==> src/rtl/sw_seq_gen.sv <==
// DEPFET switcher sequence generator: emits GATE/CLEAR/FRAME/CLK as 4-sample words
// per CLK_80 cycle for a 4:1 output serializer.
module sw_seq_gen #(
  parameter int ROW_W = 8,
  parameter int SMP_W = 10
) (
  input  logic             CLK_80,
  input  logic             RST_N,
  input  logic             START,
  input  logic             STOP,
  input  logic             CFG_CONT,
  input  logic [ROW_W-1:0] CFG_NROWS,
  input  logic [SMP_W-1:0] CFG_ROW_LEN,
  input  logic [SMP_W-1:0] CFG_CLK_HI,
  input  logic [SMP_W-1:0] CFG_GATE_ON,
  input  logic [SMP_W-1:0] CFG_GATE_OFF,
  input  logic [SMP_W-1:0] CFG_CLEAR_ON,
  input  logic [SMP_W-1:0] CFG_CLEAR_OFF,
  output logic [15:0]      SW_SEQ,
  output logic             BUSY,
  output logic             FRAME_DONE,
  output logic [ROW_W-1:0] ROW
);

  localparam int PW = SMP_W + 1;

  typedef enum logic {
    S_IDLE,
    S_RUN
  } state_t;

  state_t state_q, state_d;

  // Shadow copy of the configuration, frozen for the whole run.
  logic             cont_q;
  logic [ROW_W-1:0] last_row_q;
  logic [SMP_W-1:0] row_len_q, clk_hi_q;
  logic [SMP_W-1:0] gate_on_q, gate_off_q, clear_on_q, clear_off_q;

  logic [SMP_W-1:0] pos_q, pos_d;
  logic [ROW_W-1:0] row_q, row_d;
  logic             stop_req_q, stop_req_d;
  logic             load;

  logic [15:0]      word_d;
  logic             busy_d, done_d;
  logic [ROW_W-1:0] row_out_d;

  logic             start_ok;
  assign start_ok = START && (CFG_NROWS != '0) && (CFG_ROW_LEN >= SMP_W'(4));

  always_comb begin
    logic             stop_eff, last_row, keep_going, wrap, active, first_row;
    logic [PW-1:0]    q, sum;
    logic [SMP_W-1:0] p;
    logic             s_clk, s_gate, s_clear;

    // NOTE: every output of this block gets a default first so no path can infer a latch.
    state_d    = state_q;
    pos_d      = pos_q;
    row_d      = row_q;
    stop_req_d = stop_req_q;
    load       = 1'b0;
    word_d     = '0;
    busy_d     = 1'b0;
    done_d     = 1'b0;
    row_out_d  = '0;
    stop_eff   = 1'b0;
    last_row   = 1'b0;
    keep_going = 1'b0;
    wrap       = 1'b0;
    active     = 1'b0;
    first_row  = 1'b0;
    q          = '0;
    sum        = '0;
    p          = '0;
    s_clk      = 1'b0;
    s_gate     = 1'b0;
    s_clear    = 1'b0;

    case (state_q)
      S_IDLE: begin
        if (start_ok) begin
          load       = 1'b1;
          pos_d      = '0;
          row_d      = '0;
          stop_req_d = 1'b0;
          state_d    = S_RUN;
        end
      end

      S_RUN: begin
        // A STOP arriving in the frame-end cycle still ends this frame.
        stop_eff   = stop_req_q | STOP;
        stop_req_d = stop_eff;
        busy_d     = 1'b1;
        row_out_d  = row_q;
        last_row   = (row_q == last_row_q);
        keep_going = cont_q && !stop_eff;

        for (int k = 0; k < 4; k++) begin
          q    = {1'b0, pos_q} + PW'(k);
          wrap = (q >= {1'b0, row_len_q});
          if (wrap) begin
            p         = SMP_W'(q - {1'b0, row_len_q});
            // Past the last row: either the next frame's row 0, or dead time.
            active    = last_row ? keep_going : 1'b1;
            first_row = last_row;
          end else begin
            p         = SMP_W'(q);
            active    = 1'b1;
            first_row = (row_q == '0);
          end
          s_clk   = (p < clk_hi_q);
          s_gate  = (p >= gate_on_q) && (p < gate_off_q);
          s_clear = (p >= clear_on_q) && (p < clear_off_q);
          if (active) begin
            word_d[4*k +: 4] = {s_gate, s_clear, first_row & s_clk, s_clk};
          end
        end

        sum = {1'b0, pos_q} + PW'(4);
        if (sum >= {1'b0, row_len_q}) begin
          pos_d = SMP_W'(sum - {1'b0, row_len_q});
          if (last_row) begin
            done_d = 1'b1;
            row_d  = '0;
            if (!keep_going) begin
              state_d = S_IDLE;
            end
          end else begin
            row_d = row_q + ROW_W'(1);
          end
        end else begin
          pos_d = SMP_W'(sum);
        end
      end

      default: state_d = S_IDLE;
    endcase
  end

  // NOTE: sequential state uses non-blocking assignments only, so every register
  // samples the pre-edge values of the others.
  always_ff @(posedge CLK_80 or negedge RST_N) begin
    if (!RST_N) begin
      state_q    <= S_IDLE;
      pos_q      <= '0;
      row_q      <= '0;
      stop_req_q <= 1'b0;
      SW_SEQ     <= '0;
      BUSY       <= 1'b0;
      FRAME_DONE <= 1'b0;
      ROW        <= '0;
    end else begin
      state_q    <= state_d;
      pos_q      <= pos_d;
      row_q      <= row_d;
      stop_req_q <= stop_req_d;
      SW_SEQ     <= word_d;
      BUSY       <= busy_d;
      FRAME_DONE <= done_d;
      ROW        <= row_out_d;
    end
  end

  // NOTE: the shadow config is reset as well, so RUN-state compares never see X
  // even if a bench or upstream block drives CFG_* late.
  always_ff @(posedge CLK_80 or negedge RST_N) begin
    if (!RST_N) begin
      cont_q      <= 1'b0;
      last_row_q  <= '0;
      row_len_q   <= '0;
      clk_hi_q    <= '0;
      gate_on_q   <= '0;
      gate_off_q  <= '0;
      clear_on_q  <= '0;
      clear_off_q <= '0;
    end else if (load) begin
      cont_q      <= CFG_CONT;
      last_row_q  <= CFG_NROWS - ROW_W'(1);
      row_len_q   <= CFG_ROW_LEN;
      clk_hi_q    <= CFG_CLK_HI;
      gate_on_q   <= CFG_GATE_ON;
      gate_off_q  <= CFG_GATE_OFF;
      clear_on_q  <= CFG_CLEAR_ON;
      clear_off_q <= CFG_CLEAR_OFF;
    end
  end

endmodule

==> config.mk <==
export PLATFORM = sky130hd
export DESIGN_NAME = sw_seq_gen
export DESIGN_NICKNAME = d
export VERILOG_FILES = /design/src/rtl/sw_seq_gen.sv
export SDC_FILE = /design/constraint.sdc
export NUM_CORES = 1
export LEC_CHECK = 0
export ABC_AREA = 1
export CORE_MARGIN = 10
export CORE_UTILIZATION = 67
export CTS_CLUSTER_DIAMETER = 30
export CTS_CLUSTER_SIZE = 8
export DETAILED_ROUTE_END_ITERATION = 10
export DONT_BUFFER_PORTS = 1
export GPL_TIMING_DRIVEN = 0
export PLACE_DENSITY_LB_ADDON = 0.3
export SYNTH_ARGS = -nofsm -noshare
export SYNTH_HDL_FRONTEND = slang
export SYNTH_SLANG_ARGS = --single-unit
==> constraint.sdc <==
create_clock -name CLK_80 -period 9.9 [get_ports CLK_80]
set_clock_uncertainty 0.15 [all_clocks]
set_input_delay 0 -clock CLK_80 [delete_from_list [all_inputs] [get_ports CLK_80]]
set_output_delay 0 -clock CLK_80 [all_outputs]
set_load 0.05 [all_outputs]
# Word level (Yosys, flattened, before mapping)
# Index checks and enable logic that the tools add are counted.
[totals]
reg_bits = 115
output_inout_bits = 26
elab_cells = 127
[classes]
add_sub_neg = 11
magnitude_cmp = 26
n_eq_ne = 3
n_mux = 50
bitwise = 6
reduce_logical = 15
[ops]
columns = ["cell", "n"]
rows = [
  ["$lt A10 B10 Y1", 12],
  ["$mux W10", 10],
  ["$ge A10 B10 Y1", 9],
  ["$sub A10 B10 Y10", 5],
  ["$ge A11 B10 Y1", 4],
  ["$mux W8", 4],
  ["$mux W1", 27],
  ["$add A10 B2 Y11 const B", 2],
  ["$pmux W10 S2", 1],
  ["$mux W16", 1],
  ["$mux W4", 4],
  ["$pmux W8 S2", 1],
  ["$add A10 B1 Y11 const B", 1],
  ["$add A10 B3 Y11 const B", 1],
  ["$logic_and A1 B1 Y1", 11],
  ["$ge A10 B3 Y1 const B", 1],
  ["$add A8 B1 Y8 const B", 1],
  ["$eq A8 B8 Y1", 1],
  ["$logic_not A8 Y1", 1],
  ["$reduce_bool A8 Y1", 1],
  ["$sub A8 B1 Y8 const B", 1],
  ["$and A1 B1 Y1", 4],
  ["$pmux W1 S2", 2],
  ["$ne A2 B1 Y1 const B", 1],
  ["5 further kinds", 5],
]

# Longest topological paths before layout
[depth]
depth_word = 8
depth_mapped = 27

# Worst setup path before layout
# OpenSTA, ideal clock, no wires.
[synth_path]
path_kind = "register to register"
from = "reg pos_q[2]"
to = "reg SW_SEQ[14]"
setup_ns = 0.071
t_arrival_ns = 3.844
slack_ns = 5.835
stages_incl_launch_ff = 26
path_buffers = 1
synth_period_minus_slack_ns = 4.065
cell_sequence = "dfrtp_1 > ha_1 > nand2_1 > nor2_1 > inv_1 > nor2_1 > nand2_1 > xor2_1 > ha_1 > a21o_1 > a21oi_1 > nand2_1 > nor2_1 > nand2_4 > inv_2 > buf_2 > nand2_1 > o21ai_0 > ha_1 > a21oi_1 > nor2_1 > a211oi_1 > o22ai_1 > nor3_1 > nand2_1 > nor2_1"
[synth_between]
elab_chain_cells = 8
[synth_rtl]
columns = ["element", "line_no", "text"]
rows = [
  ["start, declared", "40", "logic [SMP_W-1:0] pos_q, pos_d;"],
  ["start signal, assigned", "157", "pos_q <= pos_d;"],
  ["$add A10 B2 Y11 (*)", "102", "q = {1'b0, pos_q} + PW'(k);"],
  ["$sub A10 B10 Y10 / $ge A11 B10 Y1 (equally long branches)", "105, 103", ""],
  ["$mux W10", "104", "if (wrap) begin"],
  ["$mux W10", "81", "case (state_q)"],
  ["$ge A10 B10 Y1 / $lt A10 B10 Y1 (equally long branches)", "116", "s_clear = (p >= clear_on_q) && (p < clear_off_q);"],
  ["$logic_and A1 B1 Y1", "116", ""],
  ["$mux W4 (*)", "117", "if (active) begin"],
  ["$mux W16 (*)", "81", ""],
  ["via word_d[14]", "45", "logic [15:0] word_d;"],
  ["end signal, assigned", "160", "SW_SEQ <= word_d;"],
  ["end, declared", "19", "output logic [15:0] SW_SEQ,"],
]
# The timed path passes the listed nets; every way through them passes the cells marked *. The select of a mux whose other input is x is not followed.
# A chain may end at the register's enable or synchronous reset.

# Worst setup path in the final report
[layout_path]
from = "reg pos_q[0]"
to = "reg SW_SEQ[14]"
# Same word-level chain as after synthesis.

==> reports/results.ini <==
[yosys]
synth_top_cells_by_area = ha_1 (25%), dfrtp_1 (24%), nand2_1 (11%)
synth_area_sq_um = 12000
synth_cell_types = 51
syn_avg_cell_area_sq_um = 7.51
synthArstFlopShare = 1.00
ys.flop_type = dfrtp_1
ys_seq_elements = 115
synth_nets = 1920
synth_edf_count = 0
ys_seq_area_frac = 0.240
synth_top_area_cell = ha_1
synth_commonest_cells = nand2_1 (367), ha_1 (243), inv_1 (180)
yosysMostFrequentCell = nand2_1
synth_top_area_frac = 0.253
synth_cells = 1600
yosysWarnings = 0

[critical_path]
cp.buffers_inverters = 6
arrival_ns = 6.04
critPathRequiredTime_ns = 10.12
worstSetupEndpointType = flip-flop
r2r_cells = 23
crit_chain = clkinv_1, ha_1, clkbuf_1, a21oi_1, inv_1, ha_1, inv_1, nor3_1, nand2_1, nand2_1, nand3_2, nand2_4, inv_2, buf_2, o21ai_0, ha_1, a21oi_1, nor2_1, a211oi_1, o22ai_1, nor3_1, nand2_1, nor2_1
cpMaxStageDelayCell = o21ai_0
worstSetupPathType = flip-flop to flip-flop
startpoint_type = flip-flop
cp_top_family = compound AO/OA/AOI/OAI gates
crit_cells = 23
critPathMaxFanout = 10
cp_slowest_stage_delay_ns = 1.11

[clocking]
clk_pin_slew_ns = 0.07
numCtsBuffers = 17
insertion_delay_ns = 0.45
cts_setup_buffers = 0
cts.repair.resized = 0
clk_root_buffer_cell = clkbuf_16
cts.sinks = 115
clockBufferDepth = 2
hold_buffers = 79
cts_max_level = 4
cts_tree = built

[layout]
fillers = 1276
fin_cells = 1938
antenna_cells = 0
fin_nets = 2020
drive_gt1_frac = 0.0502
area_delta_synth_final_pct = 14.1

[sta]
fin_tns_setup_ns = 0
finalCritPeriodShare = 0.587
setup_viol = 0
max_slew_margin = -0.0511
worst_slew_pin_slew_ns = 1.56
hold_ws_ns = 0.00253
rsz0062_at_grt = false
fmax_mhz = 172
hold_viol_final = 0
period_minus_slack_ns = 5.81
slew_violations = 7

[drt]
drt_iter0_drc = 1405
routed_wirelength_microns = 42600
viasPerCell = 6.40
drc = 0
firstDrtPassIters = 8
wl_per_cell_microns = 22.0
dr_total_vias = 12400
antenna_left = 0

[floorplanning]
die-area_sq_um = 23700
die_h_microns = 154
rows = 48
top_level_ports = 99
core_sq_um = 17400
initial_utilization = 0.690
die_w_microns = 154

[run]
cap_violations = 2

[global_routing]
antenna_found_initial = 0
first_global_vias = 12300
grt_pass1_wl_microns = 65700
grt-ovfl-total = 0
grt_use_total = 0.350
grt_max_degree = 116

[place]
gp_congestion = 0.993
port_buffers = 0
place_hpwl_microns = 29900
placed_cells = 1827

[run_status]
violations = max-capacitance violations, max-slew violations
outcome = finished with violations

[min_path]
hp-class = input pin to asynchronous set/reset pin

==> routing by layer <==
layer / GRT usage / wire [microns] / part of all wire
met1: 0.416 / 15700 / 0.37
met2: 0.560 / 19200 / 0.45
met3: 0.0817 / 5000 / 0.12
met4: 0.223 / 2800 / 0.066
met5: 0 / 0 / 0
==> metrics by stage <==
step	setup WS, ns	utilization	instance area (sq um)
2_1_floorplan	5.83	-	12000
3_3_place_gp	4.28	0.706	12300
3_5_place_dp	4.31	0.707	12300
4_1_cts	4.22	0.786	13700
5_1_grt	3.79	0.786	13700
6_report	4.09	0.786	13700
==> cell type report <==
cell class	instances	area (sq um)	area share
repair buffers	81	823	0.0601
plain buffers	28	131	0.00959
flip-flops and latches	115	2880	0.210
well taps	225	282	0.0206
clock inverters	15	158	0.0115
multi-input cells	1268	8290	0.605
clock buffers	17	425	0.0311
inverters	189	714	0.0522
==> cell families (layout without fill, tap and decap cells) <==
| kind of cell | after synthesis | count (layout) | synth area share |
|---|---|---|---|
| buffers and inverters | 217 | 330 | 0.0704 |
| and+or+nand+nor | 617 | 617 | 0.225 |
| adders and majority gates | 247 | 247 | 0.260 |
| DFF | 115 | 115 | 0.240 |
| xor gates and xnor gates | 71 | 71 | 0.0518 |
| AOI/OAI and AO/OA | 333 | 333 | 0.153 |
==> registers in the layout, indices dropped and copies added (netlist names) <==
name,count
row_len_q,10
SW_SEQ,16
gate_off_q,10
pos_q,10
clear_off_q,10
cont_q,1
clk_hi_q,10
clear_on_q,10
row_q,8
stop_req_q,1
gate_on_q,10
ROW,8
last_row_q,8
BUSY,1
FRAME_DONE,1
state_q,1
==> layout by cell type (no fill, tap or decap), drive strengths merged, types with 20 or more instances in the layout <==
cell / instances
dfrtp: 115
xnor2: 20
nor2: 102
a21oi: 117
clkbuf: 32
xor2: 51
nand3: 52
dlygate4sd3: 78
ha: 243
nand4: 31
inv: 194
nand2: 380
nor3: 26
o21ai: 146
==> worst paths after layout <==
path,start,endpoint,slack [ns]
worst max-delay path,pos_q[0],SW_SEQ[14],4.09
worst min-delay path,RST_N,SW_SEQ[10],0.003
worst max register to register,pos_q[0],SW_SEQ[14],4.09
worst min register to register,stop_req_q,stop_req_q,0.36
max in group asynchronous,RST_N,pos_q[0],9.11
min in group CLK_80,CFG_CLK_HI[0],clk_hi_q[0],0.07
Power is left out: the tool's default activity adds up to more than one toggle a clock period on the data nets, which glitch-free logic cannot reach.
